**config.mk**
```make
export PLATFORM = sky130hd
export DESIGN_NAME = vdc_shared_scheduler
export DESIGN_NICKNAME = d
export VERILOG_FILES = /design/src/rtl/vdc_shared_scheduler.sv
export SDC_FILE = /design/constraint.sdc
export NUM_CORES = 1
export LEC_CHECK = 0
export ABC_AREA = 1
export CORE_ASPECT_RATIO = 1.25
export CORE_MARGIN = 4
export CORE_UTILIZATION = 55
export CTS_BUF_LIST = sky130_fd_sc_hd__clkbuf_16
export DETAILED_ROUTE_END_ITERATION = 16
export PLACE_DENSITY = 0.79
export SYNTH_ARGS = -nofsm -noshare
export SYNTH_HDL_FRONTEND = slang
export SYNTH_SLANG_ARGS = --single-unit
```
**constraint.sdc**
```tcl
create_clock -name clk -period 5.2 [get_ports clk]
set_input_delay 1.3 -clock clk [delete_from_list [all_inputs] [get_ports clk]]
set_output_delay 1.3 -clock clk [all_outputs]
set_load 0.005 [all_outputs]
```
**src/rtl/vdc_shared_scheduler.sv**
```systemverilog
// vdc_shared_scheduler
//   Keeps a 32-bit Van der Corput index per requester and shares one
//   digit-reversal engine between them. Pop ops return vdc(k+1) scaled by
//   BASE^SCALE; reseed ops load the shared seed into the requester's index.
// Ports:
//   clk, rst       clock and synchronous active-high reset
//   req_valid      per-requester request, held until granted
//   req_reseed     per-requester op select (1 = reseed, 0 = pop)
//   seed           seed value captured on a granted reseed
//   grant          one-hot, one-cycle acknowledge of the accepted request
//   resp_valid     pop result available; resp_ready completes the handshake
//   resp_id        owner of resp_data
//   resp_data      scaled digit-reversed value
//   busy           high whenever the scheduler is not idle
module vdc_shared_scheduler #(
  parameter int unsigned BASE  = 2,
  parameter int unsigned SCALE = 10,
  parameter int unsigned NREQ  = 4
) (
  input  logic                     clk,
  input  logic                     rst,
  input  logic [NREQ-1:0]          req_valid,
  input  logic [NREQ-1:0]          req_reseed,
  input  logic [31:0]              seed,
  output logic [NREQ-1:0]          grant,
  output logic                     resp_valid,
  input  logic                     resp_ready,
  output logic [$clog2(NREQ)-1:0]  resp_id,
  output logic [31:0]              resp_data,
  output logic                     busy
);

  localparam int unsigned IDW = $clog2(NREQ);

  function automatic logic [31:0] pow_f();
    logic [63:0] r;
    r = 64'd1;
    for (int unsigned i = 0; i < SCALE; i++) r = r * 64'(BASE);
    return r[31:0];
  endfunction

  localparam logic [31:0] FACTOR0 = pow_f();

  typedef enum logic [1:0] {IDLE, CALC, RESP} state_e;

  state_e           state_q, state_d;
  logic [31:0]      k_q [NREQ];
  logic [31:0]      k_d [NREQ];
  logic [IDW-1:0]   last_q, last_d;
  logic [IDW-1:0]   owner_q, owner_d;
  logic [31:0]      kw_q, kw_d;
  logic [31:0]      acc_q, acc_d;
  logic [31:0]      factor_q, factor_d;
  logic [NREQ-1:0]  grant_q, grant_d;
  logic             found;
  logic [IDW-1:0]   pick;

  always_comb begin
    state_d  = state_q;
    k_d      = k_q;
    last_d   = last_q;
    owner_d  = owner_q;
    kw_d     = kw_q;
    acc_d    = acc_q;
    factor_d = factor_q;
    grant_d  = '0;
    found    = 1'b0;
    pick     = '0;

    // Round-robin search starting just after the last granted requester.
    for (int unsigned off = 0; off < NREQ; off++) begin
      int unsigned cand;
      cand = (32'(last_q) + 32'd1 + off) % NREQ;
      if (!found && req_valid[cand]) begin
        found = 1'b1;
        pick  = IDW'(cand);
      end
    end

    case (state_q)
      IDLE: begin
        if (found) begin
          last_d        = pick;
          owner_d       = pick;
          grant_d[pick] = 1'b1;
          if (req_reseed[pick]) begin
            k_d[pick] = seed;
          end else begin
            k_d[pick] = k_q[pick] + 32'd1;
            kw_d      = k_q[pick] + 32'd1;
            acc_d     = '0;
            factor_d  = FACTOR0;
            state_d   = CALC;
          end
        end
      end
      CALC: begin
        factor_d = factor_q / BASE;
        acc_d    = acc_q + (kw_q % BASE) * factor_d;
        kw_d     = kw_q / BASE;
        // Stop once digits run out or the scale is exhausted.
        if (kw_d == '0 || (factor_d / BASE) == '0) state_d = RESP;
      end
      RESP: begin
        if (resp_ready) state_d = IDLE;
      end
      default: state_d = IDLE;
    endcase
  end

  always_ff @(posedge clk) begin
    if (rst) begin
      state_q  <= IDLE;
      for (int unsigned j = 0; j < NREQ; j++) k_q[j] <= '0;
      last_q   <= IDW'(NREQ - 1);
      owner_q  <= '0;
      kw_q     <= '0;
      acc_q    <= '0;
      factor_q <= '0;
      grant_q  <= '0;
    end else begin
      state_q  <= state_d;
      k_q      <= k_d;
      last_q   <= last_d;
      owner_q  <= owner_d;
      kw_q     <= kw_d;
      acc_q    <= acc_d;
      factor_q <= factor_d;
      grant_q  <= grant_d;
    end
  end

  assign grant      = grant_q;
  assign resp_valid = (state_q == RESP);
  assign resp_data  = (state_q == RESP) ? acc_q : '0;
  assign resp_id    = (state_q == RESP) ? owner_q : '0;
  assign busy       = (state_q != IDLE);

endmodule

```
==> metrics.txt <==
outcome completed; H-Tree Depth 1; GRT Total Usage 29.3%; Yosys cell types 42; Initial Utilization 55.7%; Synth async-reset ratio 0%; TritonCTS Buffers 24; Final Max Tran Viols 0; crit end category flop; Max-Cap Viols 0; area delta synth->final 12.7%; largest net degree at the start of global routing 100; Synth Cell Area 13200 µm²; pre-CTS setup slack 0.328 ns; final worst-path cycle share 85.2%; most frequent cells after synthesis 657 x nand2_1, 346 x inv_1, 238 x nand3_1; RePlAce Congestion 1.00; final hold violations 0; Hold WS 0.463 ns; vias in the first global route 13400; Ys Warns 0; CTS Buffer Depth 3; Ports 83; CTS tree yes; fin nets 2296; first-pass GRT wire length around 65000 µm; area leader, netlist dfxtp_1; Vias/cell 5.50; Post-synth EDFFs 0; unrepaired setup endpoints after global routing false; WP data required between 5 and 6 ns; Slew HR 24.3%; cts repair resizes 0; Least-Margin Pin Slew 1.14 ns; DRC 0; Antenna Cells 0; row cnt 63; HP Class reg -> reg; Synth top area share 32.1%; setup TNS 0 ns; final setup margin 0.770 ns; Setup Buffers After CTS 0; reg-to-reg slack, setup about 1.3 ns; fillers between 2000 and 2500; setup violators final 0; Worst R2R Start last_q[0]$_SDFFE_PP1P_; largest cells by area after synthesis dfxtp_1 32%, nand2_1 19%, inv_1 9.8%; min-delay src k_q[88]$_SDFFE_PP0P_; WL final 40200 µm; CP arrival 4.87 ns; Die H 181 µm; antenna-violating nets left 0; layout cells sized above 1 6.02%; min Tclk post-route 4.43 ns; hold path depth 2; Cells after Synth around 2200; synthesized area per cell 5.97 µm²; CP startpoint kind input pin; grt total ovfl 0; Core Area ~24000 µm²; worst setup path class in -> reg; Vias 14200; WL/cell 15.5 µm; top-count cell post-synth nand2_1; DR iter-0 viols 1126; CP Max Fanout 29; #FFs+latches synth 212; Register-to-Register Path Depth 18; antenna violations before repair 0; Clk pin slew, worst setup/hold paths ~0.060 ns; Root Buffer clkbuf_16; DPL Wire Length 28200 µm; sequential cell area fraction in the yosys report 32.1%; Synth Flop Type dfxtp_1; worst-skew pair later-pin latency 0.53 ns; Die X-Extent 147 µm; Synth Net Count ~2300; Worst Skew around 0.011 ns; CTS Sinks 212; DR pass1 iterations 6; Max Freq 226 MHz; Hold Crit Endpoint k_q[88]$_SDFFE_PP0P_; hold_buf cts 0; # port buffers 82; die area 26600 µm²; FF-to-FF End kw_q[13]$_SDFFE_PP0P_
## stage by stage
| stage | cells | instance area (µm²) | utilization [%] |
|---|---|---|---|
| finish | 2584 | 14900 | 62.7 |
| global route | 2584 | 14900 | 62.7 |
| CTS | 2584 | 14900 | 62.7 |
| detailed placement | 2540 | 14100 | 59.6 |
| global placement | 2540 | 14100 | 59.6 |
| floorplan | 2212 | 13200 | - |
## per-layer routing
layer | up-vias | GRT usage, % | share of wire [%] | wire, µm
met5 | - | 0 | 0 | 0
met4 | 0 | 13.3 | 4.5 | 1810
met3 | 132 | 3.04 | 6.7 | 2700
met2 | 604 | 52.7 | 49 | 19900
met1 | 6432 | 34.8 | 39 | 15800
li1 | 7038 | - | - | -
## registers in the layout, summed over array words and instances, names as in the netlist
signal,flops
acc_q,32
factor_q,10
grant,4
k_q,128
kw_q,32
last_q,2
owner_q,2
state_q,2
## worst max-delay path, cell delays in order
cell	delay [ns]
clkdlybuf4s50_1	0.47
inv_1	0.04
nand2_1	0.07
nand2_1	0.07
o21ai_0	0.25
nand3_2	0.14
nand3_2	0.10
nand2_4	0.14
inv_2	0.24
buf_4	0.32
nor2_1	0.15
a221oi_4	0.33
inv_2	0.30
nor2_2	0.22
buf_4	0.36
nand3_1	0.15
a31oi_1	0.16
## cell usage in the layout, fill, tap and decap left out, types with 2 or more instances in the layout
| cell type | instances |
|---|---|
| nand2_2 | 9 |
| a211oi_1 | 2 |
| clkdlybuf4s50_1 | 81 |
| o22ai_1 | 2 |
| buf_4 | 23 |
| a31oi_1 | 18 |
| nand2_4 | 2 |
| a21oi_1 | 188 |
| nand2_1 | 657 |
| dfxtp_1 | 212 |
| clkinv_2 | 7 |
| ha_1 | 11 |
| o21ai_0 | 66 |
| o21a_1 | 2 |
| nor3_1 | 14 |
| or2_2 | 11 |
| clkinv_1 | 8 |
| o221a_2 | 8 |
| o21ai_1 | 2 |
| nor4_1 | 12 |
| o31ai_1 | 3 |
| xor2_1 | 7 |
| clkbuf_16 | 25 |
| inv_2 | 10 |
| nor2_4 | 3 |
| o21bai_1 | 2 |
| nand3_2 | 7 |
| o211ai_1 | 14 |
| nand3b_1 | 11 |
| nor2_1 | 193 |
| nand4_1 | 24 |
| inv_1 | 351 |
| nand3_1 | 238 |
| nor2_2 | 24 |
## logic make-up after synthesis
logic type                 count (synthesis)  share of synthesized area (%)
AOI/OAI and AO/OA                        312                           13.0
xor gates and xnor gates                   7                          0.464
adders and majority gates                 12                           1.19
buffers and inverters                    462                           14.0
DFF                                      212                           32.1
and+or+nand+nor                         1207                           39.2
## how the worst max path moves through the flow
| stage | from | endpoint | slack (ns) | cells after the start |
|---|---|---|---|---|
| 3_3_place_gp | req_valid[0] | k_q[41]$_SDFFE_PP0P_ | 0.42 | 21 |
| 4_1_cts | req_valid[3] | kw_q[13]$_SDFFE_PP0P_ | 0.83 | 17 |
| 5_1_grt | req_valid[1] | acc_q[0]$_SDFFE_PP0P_ | 0.50 | 19 |
| 2_1_floorplan | req_valid[3] | k_q[16]$_SDFFE_PP0P_ | 1.61 | 22 |
| 6_report | req_valid[2] | kw_q[13]$_SDFFE_PP0P_ | 0.77 | 17 |
| 3_5_place_dp | req_valid[3] | kw_q[13]$_SDFFE_PP0P_ | 0.33 | 17 |
## layout make-up
class	instances	area [µm²]	area share, %
inverter	360	1350	9.08
clock buffer	25	626	4.20
clock inverter	19	115	0.773
tap	325	407	2.73
multi-input combinational	1538	7140	48.0
timing repair buffer	105	1000	6.74
sequential	212	4240	28.5
Power is left out: the tool's default activity adds up to more than one toggle a clock period on the data nets, which glitch-free logic cannot reach.
